**config.mk**
```make
export PLATFORM = sky130hd
export DESIGN_NAME = router_port_tx
export DESIGN_NICKNAME = d
export VERILOG_FILES = /design/src/rtl/router_port_tx.sv
export SDC_FILE = /design/constraint.sdc
export NUM_CORES = 1
export LEC_CHECK = 0
export BUFFER_PORTS_ARGS = -buffer_cell sky130_fd_sc_hd__buf_2
export CORE_MARGIN = 2
export CORE_UTILIZATION = 45
export CTS_CLUSTER_DIAMETER = 200
export DETAILED_ROUTE_END_ITERATION = 8
export GPL_TIMING_DRIVEN = 0
export PLACE_DENSITY = 0.74
export SETUP_SLACK_MARGIN = 0.15
export SYNTH_ARGS = -nofsm -noshare
export SYNTH_HDL_FRONTEND = slang
export SYNTH_SLANG_ARGS = --single-unit
```
**constraint.sdc**
```tcl
create_clock -name clk -period 2.3 [get_ports clk]
set_input_delay 0.345 -clock clk [delete_from_list [all_inputs] [get_ports clk]]
set_output_delay 0.345 -clock clk [all_outputs]
set_load 0.005 [all_outputs]
```
**src/rtl/router_port_tx.sv**
```systemverilog
// rtl/router_port_tx.sv - per-port serial packet transmitter for the router ingress lane
// Byte beats go through a one-beat hold register and are serialized as address, pad, payload.
module router_port_tx #(
  parameter int ADDR_W     = 4,
  parameter int PAD_CYCLES = 5,
  parameter int DATA_W     = 8
) (
  input  logic              clk,
  input  logic              reset,
  input  logic [ADDR_W-1:0] s_addr,
  input  logic [DATA_W-1:0] s_data,
  input  logic              s_valid,
  input  logic              s_last,
  output logic              s_ready,
  output logic              din,
  output logic              frame_n,
  output logic              valid_n,
  output logic              busy,
  output logic              underrun
);

  localparam logic [2:0] IDLE  = 3'd0;
  localparam logic [2:0] ADDR  = 3'd1;
  localparam logic [2:0] PAD   = 3'd2;
  localparam logic [2:0] DATA  = 3'd3;
  localparam logic [2:0] STALL = 3'd4;

  localparam int MAX_AP = (ADDR_W > PAD_CYCLES) ? ADDR_W : PAD_CYCLES;
  localparam int MAXC   = (MAX_AP > DATA_W) ? MAX_AP : DATA_W;
  localparam int CNT_W  = $clog2(MAXC + 1);

  logic [2:0]        state;
  logic [CNT_W-1:0]  cnt;
  logic [ADDR_W-1:0] addr_sh;
  logic [DATA_W-1:0] shift;
  logic              shift_last;
  logic [DATA_W-1:0] hold_data;
  logic              hold_valid;
  logic              hold_last;
  logic              last_seen;

  logic              accept;
  logic              src_valid;
  logic [DATA_W-1:0] src_data;
  logic              src_last;
  logic              load;

  assign s_ready   = !hold_valid && !last_seen;
  assign accept    = s_valid && s_ready;
  // A beat accepted this cycle can feed the shifter directly, so a stall ends without an extra bubble.
  assign src_valid = hold_valid || accept;
  assign src_data  = hold_valid ? hold_data : s_data;
  assign src_last  = hold_valid ? hold_last : s_last;

  assign load = ((state == PAD)   && (cnt == CNT_W'(PAD_CYCLES - 1))) ||
                ((state == DATA)  && (cnt == CNT_W'(DATA_W - 1)) && !shift_last && src_valid) ||
                ((state == STALL) && src_valid);

  always_ff @(posedge clk) begin
    if (reset) begin
      state      <= IDLE;
      cnt        <= '0;
      addr_sh    <= '0;
      shift      <= '0;
      shift_last <= 1'b0;
      hold_data  <= '0;
      hold_valid <= 1'b0;
      hold_last  <= 1'b0;
      last_seen  <= 1'b0;
      din        <= 1'b0;
      frame_n    <= 1'b1;
      valid_n    <= 1'b1;
      busy       <= 1'b0;
      underrun   <= 1'b0;
    end else begin
      underrun <= 1'b0;
      if (accept) begin
        hold_valid <= 1'b1;
        hold_data  <= s_data;
        hold_last  <= s_last;
        if (s_last) last_seen <= 1'b1;
      end

      if (load) begin
        state      <= DATA;
        cnt        <= '0;
        shift      <= src_data;
        shift_last <= src_last;
        hold_valid <= 1'b0;
        din        <= src_data[0];
        frame_n    <= (DATA_W == 1) && src_last;
        valid_n    <= 1'b0;
        busy       <= 1'b1;
      end else begin
        case (state)
          IDLE: begin
            if (accept) begin
              state   <= ADDR;
              cnt     <= '0;
              addr_sh <= s_addr;
              din     <= s_addr[0];
              frame_n <= 1'b0;
              valid_n <= 1'b1;
              busy    <= 1'b1;
            end
          end
          ADDR: begin
            if (cnt == CNT_W'(ADDR_W - 1)) begin
              state <= PAD;
              cnt   <= '0;
              din   <= 1'b1;
            end else begin
              cnt     <= cnt + 1'b1;
              addr_sh <= addr_sh >> 1;
              din     <= addr_sh[1];
            end
          end
          PAD: begin
            cnt <= cnt + 1'b1;
          end
          DATA: begin
            if (cnt == CNT_W'(DATA_W - 1)) begin
              din     <= 1'b0;
              valid_n <= 1'b1;
              if (shift_last) begin
                state     <= IDLE;
                frame_n   <= 1'b1;
                busy      <= 1'b0;
                last_seen <= 1'b0;
              end else begin
                state    <= STALL;
                underrun <= 1'b1;
              end
            end else begin
              cnt     <= cnt + 1'b1;
              shift   <= shift >> 1;
              din     <= shift[1];
              frame_n <= (cnt == CNT_W'(DATA_W - 2)) && shift_last;
            end
          end
          STALL: begin
          end
          default: begin
            state   <= IDLE;
            din     <= 1'b0;
            frame_n <= 1'b1;
            valid_n <= 1'b1;
            busy    <= 1'b0;
          end
        endcase
      end
    end
  end

endmodule

```
Word level (Yosys, flattened, before mapping):

Cells that the tools add are included.

* flip-flop bits (word level): 36
* input port bits: 16
* output and inout port bits: 6
* logic and storage cells: 115

* $add $sub $neg: 1
* eq/ne operators: 21
* multiplexer cells: 43
* bitwise operators: 4
* reduce and logical (&&, ||, !) cells: 31

Operators with widths (number)
* 2-to-1 mux 8 bit: 4
* 2-to-1 mux 1 bit: 22
* 2-to-1 mux 4 bit: 5
* one-hot mux 4 bit (4 select lines): 1
* AND reduction 4 bit: 4
* == test 4 x 3 -> 1 bit, second input constant: 3
* 2-to-1 mux 3 bit: 4
* one-hot mux 3 bit (4 select lines): 1
* != test 2 bit, second input constant: 5
* != test 3 bit, second input constant: 3
* one-hot mux 1 bit (3 select lines): 3
* AND reduction 3 bit: 3
* logical AND 1 bit: 8
* one-hot mux 4 bit (2 select lines): 1
* == test 3 x 2 -> 1 bit, second input constant: 2
* != test 2 x 1 -> 1 bit, second input constant: 3
* adder 4 x 1 -> 4 bit, second input constant: 1
* == test 4 x 2 -> 1 bit, second input constant: 1
* != test 4 bit, second input constant: 1
* inverter 1 bit: 4
* one-hot mux 1 bit (4 select lines): 1
* AND reduction 2 bit: 2
* nonzero test 2 bit: 2
* nonzero test 4 bit: 1
* other kinds (10): 15

Longest topological paths before layout:

* word-level depth: 9
* depth in mapped cells: 6
* mapped depth without buffers: 6

Worst setup path before layout:

No wires, ideal clock.

* path type: flip-flop to flip-flop
* start point: register cnt[1]
* end point: register cnt[3]
* library setup time: 116 ps
* data arrival time: 1523 ps
* required time: 2184 ps
* setup slack: 661 ps
* stages on the path, launching flop included: 6
* path buffers: 0
* period minus slack after synthesis: 1639 ps
* cell sequence: dfxtp_1 > ha_1 > nor4b_1 > nor2_1 > and4b_1 > o211a_1

* word-level cells in the longest chain between the ends: 7
* elaborated cells between the ends (all ways): 16
* classes of those cells: add/sub (1); eq/ne (4); mux (3); reduce/logical (8)

Ends and longest elaborated chain
* from (decl): RTL line 33 `logic [CNT_W-1:0] cnt;`
* from (signal assigned): RTL line 113 `cnt <= cnt + 1'b1;`
* from (signal assigned): RTL line 119 `cnt <= cnt + 1'b1;`
* from (signal assigned): RTL line 135 `cnt <= cnt + 1'b1;`
* branches (longest 7 deep; another with adder 4 x 1 -> 4 bit)

Several ways; the timed one is not identified. The select of a mux whose other input is x is not followed.
A chain may end at the register's enable or synchronous reset.

Worst setup path in the final report:

* start point: register cnt[1]
* end point: register din

* word-level cells in the longest chain between the ends: 8
* elaborated cells between the ends (all ways): 16
* classes of those cells: eq/ne (5); mux (4); reduce/logical (7)

Ends and longest elaborated chain
* == test 4 x 3 -> 1 bit: RTL line 56, 122
* logical AND 1 bit (3 in series): RTL line 56 `((state == DATA) && (cnt == CNT_W'(DATA_W - 1)) && !shift_last && src_valid) ||`
* logical OR 1 bit: RTL line 55 `assign load = ((state == PAD) && (cnt == CNT_W'(PAD_CYCLES - 1))) ||`
* logical OR 1 bit: RTL line 56
* != test 3 bit (no source line) or != test 2 x 1 -> 1 bit (tied branches)
* AND reduction 2 bit (no source line)
* to (signal assigned): RTL line 90 `din <= src_data[0];`
* to (signal assigned): RTL line 101 `din <= s_addr[0];`
* to (signal assigned): RTL line 115 `din <= addr_sh[1];`
* to (decl): RTL line 15 `output logic din,`

Parallel ways exist; a longest one is shown, timed or not.

==> results.cfg <==
[status]
status = finished clean

[sta]
setup_slack_ns = 0.399
finalCriticalPeriod_ns = 1.90
rsz0062_at_grt = no
slew_headroom_pct = 61.5
skew_ns = 0.00852
fin_crit_sh_pct = 82.7
clock.fmax_mhz = 526
setup_tns_ns = 0
worst_slew_pin_slew_ns = 0.578
finalHoldViolations = 0
drv_slew = 0
setup_violations = 0

[synth]
syn_area_per_cell_um2 = 8.79
yosys_warnings = 0
yosys.area.top_type = dfxtp_1
synth_nets = 235
synthArstFlopShare_pct = 0
netlist_area_mm2 = 0.00190
netlist_top_cells_area = dfxtp_1 (36%), nand2_1 (6.7%), mux2_2 (4.7%)
ys.flop_type = dfxtp_1
seq_area_frac_synth_pct = 35.9
synth_top_area_share_pct = 35.9
synth_seq_cells = 34
synth_edf_count = 0
netlist_instances = 216
synth_cell_type_count = 57

[drt]
vias = 1718
top_layer_used = met4
drt-total-wl_um = 4540
wl_met3_um = 195
antenna_left = 0
viasPerCell = 5.82
wl_met2_um = 1950
drc = 0
wirelength_met1_um = 2310
wl_per_cell_um = 15.4
drt_iter0_drc = 111
drt_pass1_iterations = 4

[clock_network]
numCtsBuffers = 5
cts_setup_buffers = 0
cts_tree = built
clk_pin_slew_worst_paths_ns = 0.08
cts_resized = 0
worstSkewPairLatency_ns = 0.30
cts_hold_buf = 0
clock_path_buffers = 2
cts_sinks = 34
htreeDepth = 2
clk_root_buffer_cell = clkbuf_8

[global_routing]
grt.total_usage_pct = 20.8
grt_max_degree = 13
grt_pass1_vias = 1507
grt_antenna_before_repair = 0
grt_pass1_wl_um = 7080
grt_overflow = 0

[final_layout]
drive_above_1_share_pct = 24.1
final_cell_mix = nand2_1 (34), dfxtp_1 (34), buf_2 (26), a21oi_1 (14)
final_area_mm2 = 0.00221
regArea_um2 = 681
multi_input_area_mm2 = 0.00113
area_growth_pct = 16.4
final_core_util_pct = 54.8
nets = 263
fillerInstances = 377
antennaDiodeCount = 0

[worst_setup_path]
arrival_ns = 2.10
reg2reg_slack_ns = 0.40
crit_required_ns = 2.50
worst_setup_path_start_kind = flop
criticalPathCategory = reg -> reg
worstPathMaxFanout = 9
end_kind = flop

[floorplanning]
die_h_um = 68.9
placementRows = 23
start_util_pct = 47.1
coreArea_mm2 = 0.00403
die_w_um = 68.9
dieArea_mm2 = 0.00475
io_pins = 22

[placement]
place_area_mm2 = 0.00207
port_buffers = 21
dpl.hpwl_um = 3300
pre_cts_ws_ns = 0.341
place.gp.congestion = 0.866

[job]
cap_viol_max_count = 0

[min_path]
hold_class = in -> reg

[pwr]
powerDensity_mw_per_mm2 = 677
p_leak_nw = 0.876
ir_drop_mv = 0.421
## critical path, stage by stage (launching register included)
cell and delay, ns:
dfxtp_1 0.41, ha_1 0.33, or3b_2 0.49, a311oi_1 0.36, o211ai_1 0.13, o311ai_1 0.09
## cells in the mapped netlist, types with 2 or more instances
| cell type | instances |
|---|---|
| a211oi_1 | 4 |
| a21o_1 | 2 |
| a21oi_1 | 14 |
| a311oi_1 | 7 |
| a31oi_1 | 9 |
| and2_1 | 3 |
| and3_1 | 3 |
| and3b_1 | 2 |
| buf_2 | 5 |
| clkbuf_1 | 7 |
| dfxtp_1 | 34 |
| ha_1 | 3 |
| inv_1 | 5 |
| mux2_2 | 8 |
| mux2i_1 | 5 |
| nand2_1 | 34 |
| nand2b_1 | 2 |
| nand3_1 | 3 |
| nand3b_1 | 2 |
| nor2_1 | 9 |
| nor2b_1 | 2 |
| nor3_1 | 4 |
| nor3_2 | 3 |
| o211a_1 | 4 |
| o211ai_1 | 3 |
| o21ai_0 | 5 |
| o21bai_1 | 2 |
| o31ai_1 | 3 |
## where the power goes
part	leakage, nW	internal [mW]	total (mW)	switching (mW)
registers	0.277	0.616	0.633	0.0170
clock network	0.0683	0.434	0.669	0.235
logic	0.530	0.0857	0.193	0.108
## per-layer routing
| layer | track usage (%) | vias to the layer above |
|---|---|---|
| li1 | - | 863 |
| met1 | 29.2 | 800 |
| met2 | 30.2 | 46 |
| met3 | 3.90 | 9 |
| met4 | 10.5 | 0 |
| met5 | 0 | - |
## logic make-up after synthesis
logic type	share of synthesized area, %
AND/OR/NAND/NOR	23.3
AO/OA/AOI/OAI	26.6
flip-flops	35.9
buffers and inverters	4.88
multiplexers	7.38
adder cells (fa/ha/maj)	1.98
## per-stage QoR
step,cells,power (mW),hold WS (ns)
2_1_floorplan,216,0.780,0.433
3_3_place_gp,287,0.835,0.438
3_5_place_dp,287,0.839,0.451
4_1_cts,295,1.50,0.292
5_1_grt,295,1.55,0.298
6_report,295,1.50,0.295
## cell type report
type / instances / share of cell area [%]
Timing Repair Buffer: 21 / 4.76
Inverter: 6 / 1.02
Sequential cell: 34 / 30.8
Multi-Input combinational cell: 162 / 51.2
Clock inverter: 3 / 3.11
Clock buffer: 5 / 3.11
Tap cell: 50 / 2.83
Buffer: 14 / 3.17
## sequential cells by signal, summed over array words and instances, names as in the netlist
signal	count
din	1
underrun	1
shift_last	1
shift	7
state	3
addr_sh	3
last_seen	1
valid_n	1
frame_n	1
busy	1
hold_valid	1
hold_last	1
cnt	4
hold_data	8
## worst paths after layout
path / start / to / cells after the start
worst max-delay path: cnt[1]$_SDFFE_PP0P_ / din$_SDFFE_PP0P_ / 5
worst min-delay path: s_data[4] / hold_data[4]$_SDFFE_PP0P_ / 3
worst max register to register: cnt[1]$_SDFFE_PP0P_ / din$_SDFFE_PP0P_ / 5
worst min register to register: hold_data[0]$_SDFFE_PP0P_ / hold_data[0]$_SDFFE_PP0P_ / 2
Note: power is estimated with default switching activity, not from simulation.
